--- src/rtl/demux_sched_pkg.sv ---
// Shared constants, state encoding and error codes for the 1-to-8 demux sequencer.
package demux_sched_pkg;

    localparam int N_OUT = 8;
    localparam int SEL_W = 3;

    typedef enum logic {
        IDLE = 1'b0,
        SEND = 1'b1
    } state_t;

    localparam logic [1:0] ERR_NONE     = 2'b00;
    localparam logic [1:0] ERR_DISABLED = 2'b01;
    localparam logic [1:0] ERR_TIMEOUT  = 2'b10;

endpackage

--- src/rtl/demux_sched_if.sv ---
// Upstream valid/ready stream, channel controls and per-channel offer bus of the demux sequencer.
interface demux_sched_if
    import demux_sched_pkg::*;
#(
    parameter int DATA_W = 8
);
    logic              in_valid;
    logic              in_ready;
    logic [DATA_W-1:0] in_data;
    logic [SEL_W-1:0]  in_dest;
    logic              mode;
    logic [N_OUT-1:0]  chan_en;
    logic [SEL_W-1:0]  sel;
    logic [N_OUT-1:0]  out_valid;
    logic [DATA_W-1:0] out_data;
    logic [N_OUT-1:0]  out_ready;
    logic              err;
    logic [1:0]        err_code;
    logic              busy;

    modport master (
        output in_valid, in_data, in_dest, mode, chan_en, out_ready,
        input  in_ready, sel, out_valid, out_data, err, err_code, busy
    );

    modport slave (
        input  in_valid, in_data, in_dest, mode, chan_en, out_ready,
        output in_ready, sel, out_valid, out_data, err, err_code, busy
    );
endinterface

--- src/rtl/demux_sched_1to8_rr_pick8.sv ---
// Rotating-priority picker: first set mask bit at or above start, wrapping 7 -> 0.
module rr_pick8
    import demux_sched_pkg::*;
(
    input  logic [N_OUT-1:0] mask,
    input  logic [SEL_W-1:0] start,
    output logic [SEL_W-1:0] idx,
    output logic             found
);
    logic [SEL_W-1:0] cand;

    // Walk offsets from far to near so the closest enabled channel is written last.
    always_comb begin
        idx   = '0;
        found = 1'b0;
        cand  = '0;
        for (int i = N_OUT - 1; i >= 0; i--) begin
            cand = start + SEL_W'(i);
            if (mask[cand]) begin
                idx   = cand;
                found = 1'b1;
            end
        end
    end
endmodule

--- src/rtl/demux_sched_1to8.sv ---
// Sequencer for the 1-to-8 demux: round-robin or directed routing, hold until accept, timeout abort.
// Optional transfer/drop statistics counters are built when DEMUX_SCHED_STATS_EN is defined.
module demux_sched_1to8
    import demux_sched_pkg::*;
#(
    parameter int          DATA_W  = 8,
    parameter int unsigned TIMEOUT = 16
) (
    input  logic        clk,
    input  logic        rst,
    demux_sched_if.slave bus
`ifdef DEMUX_SCHED_STATS_EN
    ,
    output logic [15:0] xfer_cnt,
    output logic [15:0] drop_cnt
`endif
);
    localparam logic [31:0] TLIM = (TIMEOUT != 0) ? 32'(TIMEOUT - 1) : 32'd0;

    state_t            state;
    logic [SEL_W-1:0]  sel_q;
    logic [N_OUT-1:0]  out_valid_q;
    logic [DATA_W-1:0] out_data_q;
    logic              err_q;
    logic [1:0]        err_code_q;
    logic              busy_q;
    logic [SEL_W-1:0]  rr_ptr;
    logic [31:0]       timer;

    logic [SEL_W-1:0]  pick_idx;
    logic              pick_found;
    logic              in_ready_c;
    logic              accept;
    logic              dest_ok;
    logic              go_rr;
    logic              go_dir;
    logic              drop_dis;
    logic              done;
    logic              tmo;

    rr_pick8 u_pick (
        .mask  (bus.chan_en),
        .start (rr_ptr),
        .idx   (pick_idx),
        .found (pick_found)
    );

    // in_ready is combinational so a word can be accepted on the first IDLE edge.
    assign in_ready_c = !rst && (state == IDLE) && (bus.mode || (|bus.chan_en));
    assign accept     = bus.in_valid && in_ready_c;
    assign dest_ok    = bus.chan_en[bus.in_dest];
    assign go_rr      = accept && !bus.mode && pick_found;
    assign go_dir     = accept && bus.mode && dest_ok;
    assign drop_dis   = accept && bus.mode && !dest_ok;
    assign done       = (state == SEND) && bus.out_ready[sel_q];
    // A simultaneous handshake beats the timeout.
    assign tmo        = (state == SEND) && !bus.out_ready[sel_q] &&
                        (TIMEOUT != 0) && (timer == TLIM);

    always_ff @(posedge clk or posedge rst) begin
        if (rst) begin
            state       <= IDLE;
            sel_q       <= '0;
            out_valid_q <= '0;
            out_data_q  <= '0;
            err_q       <= 1'b0;
            err_code_q  <= ERR_NONE;
            busy_q      <= 1'b0;
            rr_ptr      <= '0;
            timer       <= '0;
        end else begin
            err_q      <= 1'b0;
            err_code_q <= ERR_NONE;
            case (state)
                IDLE: begin
                    if (accept) begin
                        out_data_q <= bus.in_data;
                    end
                    if (go_rr || go_dir) begin
                        sel_q       <= go_rr ? pick_idx : bus.in_dest;
                        out_valid_q <= N_OUT'(1) << (go_rr ? pick_idx : bus.in_dest);
                        busy_q      <= 1'b1;
                        timer       <= '0;
                        state       <= SEND;
                    end else if (drop_dis) begin
                        err_q      <= 1'b1;
                        err_code_q <= ERR_DISABLED;
                    end
                end
                SEND: begin
                    if (done || tmo) begin
                        out_valid_q <= '0;
                        busy_q      <= 1'b0;
                        rr_ptr      <= sel_q + SEL_W'(1);
                        state       <= IDLE;
                        if (tmo) begin
                            err_q      <= 1'b1;
                            err_code_q <= ERR_TIMEOUT;
                        end
                    end else begin
                        timer <= timer + 32'd1;
                    end
                end
                default: state <= IDLE;
            endcase
        end
    end

    assign bus.in_ready  = in_ready_c;
    assign bus.sel       = sel_q;
    assign bus.out_valid = out_valid_q;
    assign bus.out_data  = out_data_q;
    assign bus.err       = err_q;
    assign bus.err_code  = err_code_q;
    assign bus.busy      = busy_q;

`ifdef DEMUX_SCHED_STATS_EN
    function automatic logic [15:0] sat_inc16(input logic [15:0] v);
        return (v == 16'hFFFF) ? v : v + 16'd1;
    endfunction

    always_ff @(posedge clk or posedge rst) begin
        if (rst) begin
            xfer_cnt <= '0;
            drop_cnt <= '0;
        end else begin
            if (done) begin
                xfer_cnt <= sat_inc16(xfer_cnt);
            end
            if (drop_dis || tmo) begin
                drop_cnt <= sat_inc16(drop_cnt);
            end
        end
    end
`endif
endmodule

--- src/flat_wrapper.sv ---
// flat-port wrapper written by rule: the top's interface ports become plain ports
module demux_sched_1to8_flat import demux_sched_pkg::*;
#(
    parameter int          DATA_W  = 8,
    parameter int unsigned TIMEOUT = 16
)
  (clk, rst, bus_in_valid, bus_in_data, bus_in_dest, bus_mode, bus_chan_en, bus_out_ready, bus_in_ready, bus_sel, bus_out_valid, bus_out_data, bus_err, bus_err_code, bus_busy);
  demux_sched_if #(.DATA_W(DATA_W)) bus_i ();
  input  logic clk;
  input  logic rst;
  input wire logic [$bits(bus_i.in_valid)-1:0] bus_in_valid;
  input wire logic [$bits(bus_i.in_data)-1:0] bus_in_data;
  input wire logic [$bits(bus_i.in_dest)-1:0] bus_in_dest;
  input wire logic [$bits(bus_i.mode)-1:0] bus_mode;
  input wire logic [$bits(bus_i.chan_en)-1:0] bus_chan_en;
  input wire logic [$bits(bus_i.out_ready)-1:0] bus_out_ready;
  output wire logic [$bits(bus_i.in_ready)-1:0] bus_in_ready;
  output wire logic [$bits(bus_i.sel)-1:0] bus_sel;
  output wire logic [$bits(bus_i.out_valid)-1:0] bus_out_valid;
  output wire logic [$bits(bus_i.out_data)-1:0] bus_out_data;
  output wire logic [$bits(bus_i.err)-1:0] bus_err;
  output wire logic [$bits(bus_i.err_code)-1:0] bus_err_code;
  output wire logic [$bits(bus_i.busy)-1:0] bus_busy;
  assign bus_i.in_valid = bus_in_valid;
  assign bus_i.in_data = bus_in_data;
  assign bus_i.in_dest = bus_in_dest;
  assign bus_i.mode = bus_mode;
  assign bus_i.chan_en = bus_chan_en;
  assign bus_i.out_ready = bus_out_ready;
  assign bus_in_ready = bus_i.in_ready;
  assign bus_sel = bus_i.sel;
  assign bus_out_valid = bus_i.out_valid;
  assign bus_out_data = bus_i.out_data;
  assign bus_err = bus_i.err;
  assign bus_err_code = bus_i.err_code;
  assign bus_busy = bus_i.busy;
  demux_sched_1to8 #(.DATA_W(DATA_W), .TIMEOUT(TIMEOUT)) u_core (.clk(clk), .rst(rst), .bus(bus_i));
endmodule
--- config.mk ---
export PLATFORM = sky130hd
export DESIGN_NAME = demux_sched_1to8_flat
export DESIGN_NICKNAME = d
export VERILOG_FILES = /design/src/rtl/demux_sched_pkg.sv /design/src/rtl/demux_sched_if.sv /design/src/rtl/demux_sched_1to8_rr_pick8.sv /design/src/rtl/demux_sched_1to8.sv /design/src/flat_wrapper.sv
export SDC_FILE = /design/constraint.sdc
export NUM_CORES = 1
export LEC_CHECK = 0
export ABC_CLOCK_PERIOD_IN_PS = 3160
export CAP_MARGIN = 40
export CORE_ASPECT_RATIO = 1.75
export CORE_MARGIN = 1.5
export CORE_UTILIZATION = 45
export CTS_CLUSTER_SIZE = 30
export DETAILED_ROUTE_END_ITERATION = 10
export PLACE_DENSITY_LB_ADDON = 0.3
export SLEW_MARGIN = 40
export SYNTH_ARGS = -nofsm -noshare
export SYNTH_HDL_FRONTEND = slang
export SYNTH_HIERARCHICAL = 1
export SYNTH_SLANG_ARGS = --single-unit
export TNS_END_PERCENT = 5
--- constraint.sdc ---
create_clock -name clk -period 3.16 [get_ports clk]
set_input_delay 0.632 -clock clk [delete_from_list [all_inputs] [get_ports clk]]
set_output_delay 0.632 -clock clk [all_outputs]
set_load 0.02 [all_outputs]
# After elaboration in Yosys (flattened, before gate mapping)
# Cells that the tools add are included.
# word_totals
out_inout_bits	24
in_bits	31
wordCells	117
reg_bits	59
# classes
addsub	9
bitwise_logic	1
n_reduce_logical	24
n_lt_le_gt_ge	10
n_mux	59
shifts	1
eq_ne	4
# op_table
cell	count
$mux W32	2
$pmux W32 S2	1
$lt A3 B4 Y1 const B	10
$add A32 B1 Y32 const B	1
$eq A32 B4 Y1 const B	1
$bmux W1 S3	10
$mux W1	27
$mux W3	9
$mux W8	2
$pmux W8 S2	1
$add A3 B3 Y3 const B	4
$logic_and A1 B1 Y1	11
$reduce_and A2 Y1	5
$reduce_or A8 Y1	1
$shl A1 B3 Y8 const A	1
$add A3 B1 Y3 const B	2
$add A3 B2 Y3 const B	2
$mux W2	3
$ne A2 B2 Y1 const B	3
$pmux W1 S2	3
$logic_not A1 Y1	4
$pmux W2 S2	1
$logic_or A1 B1 Y1	3
$not A1 Y1	1

# Depth between registers and ports, before layout
# depth
ltp_word	16
mapped_depth	14
depth_no_buf	11

# Hierarchy
# The synthesis kept the hierarchy.
# by_module_without_submodules
module	instances	cells_each	seq_area_each_um2	area_each_um2
demux_sched_1to8	1	313	1476.4	3236.9
rr_pick8	1	90	0.0	782.0

# Worst setup path before layout
# Ideal clock, no wire load.
# synth_timing
kind	register to register
startpoint	register u_core.rr_ptr[1]
endpoint	register u_core.out_valid_q[0] (netlist: u_core/bus.out_valid[0])
path_slack_ns	-0.079
stages_incl_launch_ff	15
setup_time_ns	0.122
arrival_time_ns	3.118
period_less_slack_ns	3.239
required_ns	3.038
n_path_buf	3
path_cell_list	dfrtp_1 > buf_4 > buf_4 > inv_1 > ha_1 > clkbuf_1 > mux4_2 > mux2_4 > a221oi_1 > and3_1 > nor3_1 > nor2_1 > nor2_1 > mux2_2 > a32o_1
# synth_via
elab_cells_between_ends	47
classes_between	add/sub: 7; eq/ne: 1; shift: 1; mux: 35; reduce/logical: 3
# synth_rtl
element	line	rtl
start: declaration	demux_sched_1to8.sv:27	logic [SEL_W-1:0] rr_ptr;
start signal: assignment	demux_sched_1to8.sv:94	rr_ptr <= sel_q + SEL_W'(1);
$add A3 B3 Y3	demux_sched_1to8_rr_pick8.sv:18	cand = start + SEL_W'(i);
$bmux W1 S3	demux_sched_1to8_rr_pick8.sv:19	if (mask[cand]) begin
$mux W1 (not written as such)	demux_sched_1to8_rr_pick8.sv:19	
$mux W3 (7 in series)	demux_sched_1to8_rr_pick8.sv:19	
$mux W3 *	demux_sched_1to8_rr_pick8.sv:19	
via u_core.pick_idx[1]	demux_sched_1to8.sv:30	logic [SEL_W-1:0] pick_idx;
$mux W3 *	demux_sched_1to8.sv:81	out_valid_q <= N_OUT'(1) << (go_rr ? pick_idx : bus.in_dest);
$shl A1 B3 Y8 *	demux_sched_1to8.sv:81	
$mux W8 *	demux_sched_1to8.sv:79	if (go_rr || go_dir) begin
$pmux W8 S2 *	demux_sched_1to8.sv:74	case (state)
end signal: assignment	demux_sched_1to8.sv:81	
end: declaration	demux_sched_1to8.sv:22	logic [N_OUT-1:0] out_valid_q;
# The timed path passes the listed nets; every way through them passes the cells marked *. The select of a mux whose other input is x is not followed.
# A chain may end at the register's enable or synchronous reset.

# Worst setup path after layout
# layout_timing
startpoint	input port bus_chan_en[1]
endpoint	register u_core.out_valid_q[4] (netlist: u_core/bus.out_valid[4])
# layout_via
elab_chain_cells	15
elab_cells_between_ends	49
classes_between	eq/ne: 1; shift: 1; mux: 37; reduce/logical: 10
# layout_lines
element	line	rtl
start: declaration	flat_wrapper.sv:15	input wire logic [$bits(bus_i.chan_en)-1:0] bus_chan_en;
$bmux W1 S3	demux_sched_1to8_rr_pick8.sv:19	
$mux W1 (not written as such)	demux_sched_1to8_rr_pick8.sv:19	
$mux W1 (7 in series)	demux_sched_1to8_rr_pick8.sv:19	
$mux W1 *	demux_sched_1to8_rr_pick8.sv:19	
via u_core.pick_found	demux_sched_1to8.sv:31	logic pick_found;
$logic_and A1 B1 Y1 *	demux_sched_1to8.sv:52	assign go_rr = accept && !bus.mode && pick_found;
$mux W3	demux_sched_1to8.sv:81	
$shl A1 B3 Y8	demux_sched_1to8.sv:81	
$mux W8	demux_sched_1to8.sv:79	
$pmux W8 S2	demux_sched_1to8.sv:74	
# Marked as above.

==> reports/qor.csv <==
stage;metric;value;unit
timing;hold slack;0.496;ns
worst_setup_path;worst path cell trace;clkdlybuf4s50_1 > buf_4 > mux4_1 > nor4_1 > buf_4 > nand4_1 > nand3b_1 > buf_4 > mux2_2 > a32o_1;
grt;vias in the first global route;3869;
pwr;worst vdd ir;0.000421;V
grt;initial antenna violation count;1;
synthesis;Post-Synthesis Cells;403;
clock_tree;Root Driver;clkbuf_16;
worst_setup_path;crit path to;u_core/bus.out_valid[4]$_DFFE_PP0P_;
synthesis;Synth top area share;36.7;%
clock_tree;clock buffer depth;2;
finish;Filler cells;768;
die;Initial Utilization;46.3;%
placement;DP Worst Slack;-0.309;ns
grt;first-pass GRT wire length;18.7;mm
finish;Register Area;1480;um^2
finish;share of layout cells above drive strength 1;24.1;%
placement;final estimated routing congestion in global placement;0.950;
finish;Finished Core Util;61.3;%
clock_tree;Clock Latency Late Sink;0.33;ns
pwr;Sw Share;39.4;%
worst_setup_path;cell family with most CP delay;buffers and inverters;
worst_setup_path;Buf/Inv on CP;4;
timing;Slew @ Worst Pin;0.652;ns
detailed_routing;DRT Pass-1 Iters;4;
pwr;clock power share;20.7;%
clock_tree;clock slew at the register clock pins of the worst setup and hold paths;0.05;ns
worst_setup_path;Worst R2R Start;u_core/rr_ptr[0]$_DFFE_PP0P_;
clock_tree;total CTS buffers;9;
synthesis;unique cell type count in the Yosys netlist;63;
die;die extent in y;128;um
synthesis;Syn. warnings;6;
pwr;Pleak;2.20;nW
synthesis;syn_area_per_cell;9.97;um^2
pwr;Comb power frac;56.8;%
timing;Final Setup Violations;0;
timing;Final Hold Vio Count;0;
detailed_routing;Routed Wire Length;11.8;mm
pwr;Flop pwr share;22.5;%
hold_path;HP Class;reg2reg;
pwr;P_sw;1.84;mW
synthesis;Post-synth EDFFs;0;
worst_setup_path;critical path type;in2reg;
clock_tree;TritonCTS clock tree;done;
detailed_routing;Initial DRC Count;156;
worst_setup_path;R2R depth;10;
timing;Final WS setup;0.0321;ns
synthesis;Post-synth top cells;dfrtp_1, a21oi_1, nand2_1, nor2_1, o31ai_1;
synthesis;count leader, synth;dfrtp_1;
pwr;pwr dens;879;nW/um^2
clock_tree;H-Tree Depth;3;
synthesis;syn_nets;438;
worst_setup_path;required time of the critical path;3.37;ns
timing;skew final;0.00380;ns
die;die area;9530;um^2
finish;area grow syn2layout;32.3;%
worst_setup_path;RR Endpoint;u_core/bus.out_valid[4]$_DFFE_PP0P_;
grt;gr usage total;26.0;%
placement;number of buffers added on ports;54;
synthesis;part of the Yosys area used for sequential elements;36.7;%
timing;Slew HR;56.2;%
detailed_routing;Via-to-Cell Ratio;6.19;
synthesis;largest area contributor in the netlist;dfrtp_1;
synthesis;top cells by area, synth;dfrtp_1, mux2_2, mux4_1;
detailed_routing;wire per inst;19.0;um
worst_setup_path;CP most frequent cell;buf_4;
grt;largest net degree at the start of global routing;37;
die;# rows;45;
synthesis;post-synthesis cell area;4020;um^2
die;I/O pin count;55;
timing;RSZ-0062 raised after global routing;yes;
detailed_routing;vias after detailed routing;3839;
pwr;Tot Pwr;4.68;mW
die;Core Box Area;8670;um^2
placement;Post-DP HPWL;8.91;mm
worst_setup_path;Critical Path Stages;10;
synthesis;number of synthesized register bits;59;
detailed_routing;Routed Antenna Nets;0;
finish;multi-input logic area;2390;um^2
worst_setup_path;crit path capture type;register;
timing;fin crit share;99.0;%
synthesis;commonest register cell after synthesis;dfrtp_1;
finish;ANT cells;0;
worst_setup_path;flop2flop setup slack;0.08;ns
worst_setup_path;Worst Path Arrival;3.34;ns
run_status;outcome;completed;
die;Die W;74.4;um
flow_run;Max Cap Viol;0;
worst_setup_path;highest-delay cell along the critical path;mux4_1;
grt;GRT overflow;0;
timing;Max Freq;320;MHz
finish;nets;533;
timing;min Tclk post-route;3.13;ns
pwr;internal power;2.83;mW
clock_tree;clock sink count;59;
timing;final slew viol count;0;
worst_setup_path;worst-path maximum fanout;5;
worst_setup_path;Crit path largest cell delay;0.53;ns
detailed_routing;# DRC;0;
worst_setup_path;Setup crit start kind;primary input;
synthesis;asr flop ratio synth;100;%
worst_setup_path;Worst Setup SP;bus_chan_en[1];
## sequential cells by signal, indices dropped and copies added, names as in the netlist
name	count
u_core/bus.sel	3
u_core/state	1
u_core/bus.busy	1
u_core/bus.out_data	8
u_core/timer	32
u_core/bus.out_valid	8
u_core/rr_ptr	3
u_core/bus.err	1
u_core/bus.err_code	2
## power groups by stage
stage	registers (mW)	logic, mW	clock network [mW]
after global placement	1.05	2.47	0
after CTS	1.05	2.52	0.991
after detailed placement	1.06	2.49	0
final	1.05	2.66	0.970
after global routing	1.07	2.83	1.02
after floorplan	1.14	1.49	0
## per-stage QoR
stage,cells,TNS [ns],cell area (um^2)
3_3_place_gp,603,-2.88,4990
2_1_floorplan,403,0,4020
6_report,620,0,5320
4_1_cts,619,0,5300
3_5_place_dp,603,-2.78,4990
5_1_grt,620,-0.189,5320
## kinds of logic (layout without fill, tap and decap cells)
| group | Yosys count | count (layout) | synth area share (%) |
|---|---|---|---|
| and+or+nand+nor | 155 | 155 | 22.0 |
| AOI/OAI and AO/OA | 93 | 93 | 16.0 |
| DFF | 59 | 59 | 36.7 |
| muxes | 46 | 46 | 17.0 |
| buffers and inverters | 34 | 134 | 4.39 |
| xor gates and xnor gates | 12 | 12 | 2.62 |
| adders and majority gates | 4 | 4 | 1.25 |
## cells in the final DEF, fill, tap and decap left out, types with 12 or more instances in the layout
| master | netlist | routed |
|---|---|---|
| a21oi_1 | 29 | 28 |
| buf_4 | 5 | 50 |
| clkdlybuf4s50_1 | 0 | 53 |
| dfrtp_1 | 59 | 59 |
| mux2_2 | 15 | 15 |
| mux2i_1 | 15 | 15 |
| nand2_1 | 26 | 26 |
| nand3_1 | 14 | 14 |
| nand4_1 | 14 | 14 |
| nor2_1 | 26 | 25 |
| nor4_1 | 12 | 12 |
| o31ai_1 | 16 | 16 |
| or4_1 | 15 | 15 |
## worst min path at each step
stage                                   startpoint  slack [ns]                                   to  cells past startpoint
3_3_place_gp           u_core/bus.busy$_DFFE_PP0P_        0.46          u_core/bus.busy$_DFFE_PP0P_                      1
4_1_cts                u_core/bus.busy$_DFFE_PP0P_        0.51          u_core/bus.busy$_DFFE_PP0P_                      1
6_report               u_core/bus.busy$_DFFE_PP0P_        0.50          u_core/bus.busy$_DFFE_PP0P_                      1
3_5_place_dp           u_core/bus.busy$_DFFE_PP0P_        0.48          u_core/bus.busy$_DFFE_PP0P_                      1
2_1_floorplan          u_core/timer[0]$_DFFE_PP0P_        0.50          u_core/timer[0]$_DFFE_PP0P_                      1
5_1_grt        u_core/bus.out_valid[5]$_DFFE_PP0P_        0.51  u_core/bus.out_valid[5]$_DFFE_PP0P_                      1
## routing by layer
layer  up-vias  global-route usage [%]  wire length, um
li1       1754                       -                -
met5         -                       0               12
met4         2                    19.8              851
met1      1896                    25.9             3990
met3        49                    6.53              567
met2       138                    44.6             6340
## timing repair
| action | in CTS | in global routing |
|---|---|---|
| pin swaps | 0 | 2 |
| hold buffers | 0 | 0 |
| buffers inserted | 0 | 1 |
| resized for setup | 2 | 11 |
| endpoints found under the setup margin | 2 | 9 |
## layout make-up
type | count | share of cell area, %
timing repair buffer | 106 | 18.0
multi-input combinational | 310 | 45.0
tap | 117 | 2.75
clock inverter | 6 | 1.20
inverter | 12 | 0.847
clock buffer | 10 | 4.49
sequential | 59 | 27.8
Note: power is estimated with default switching activity, not from simulation.
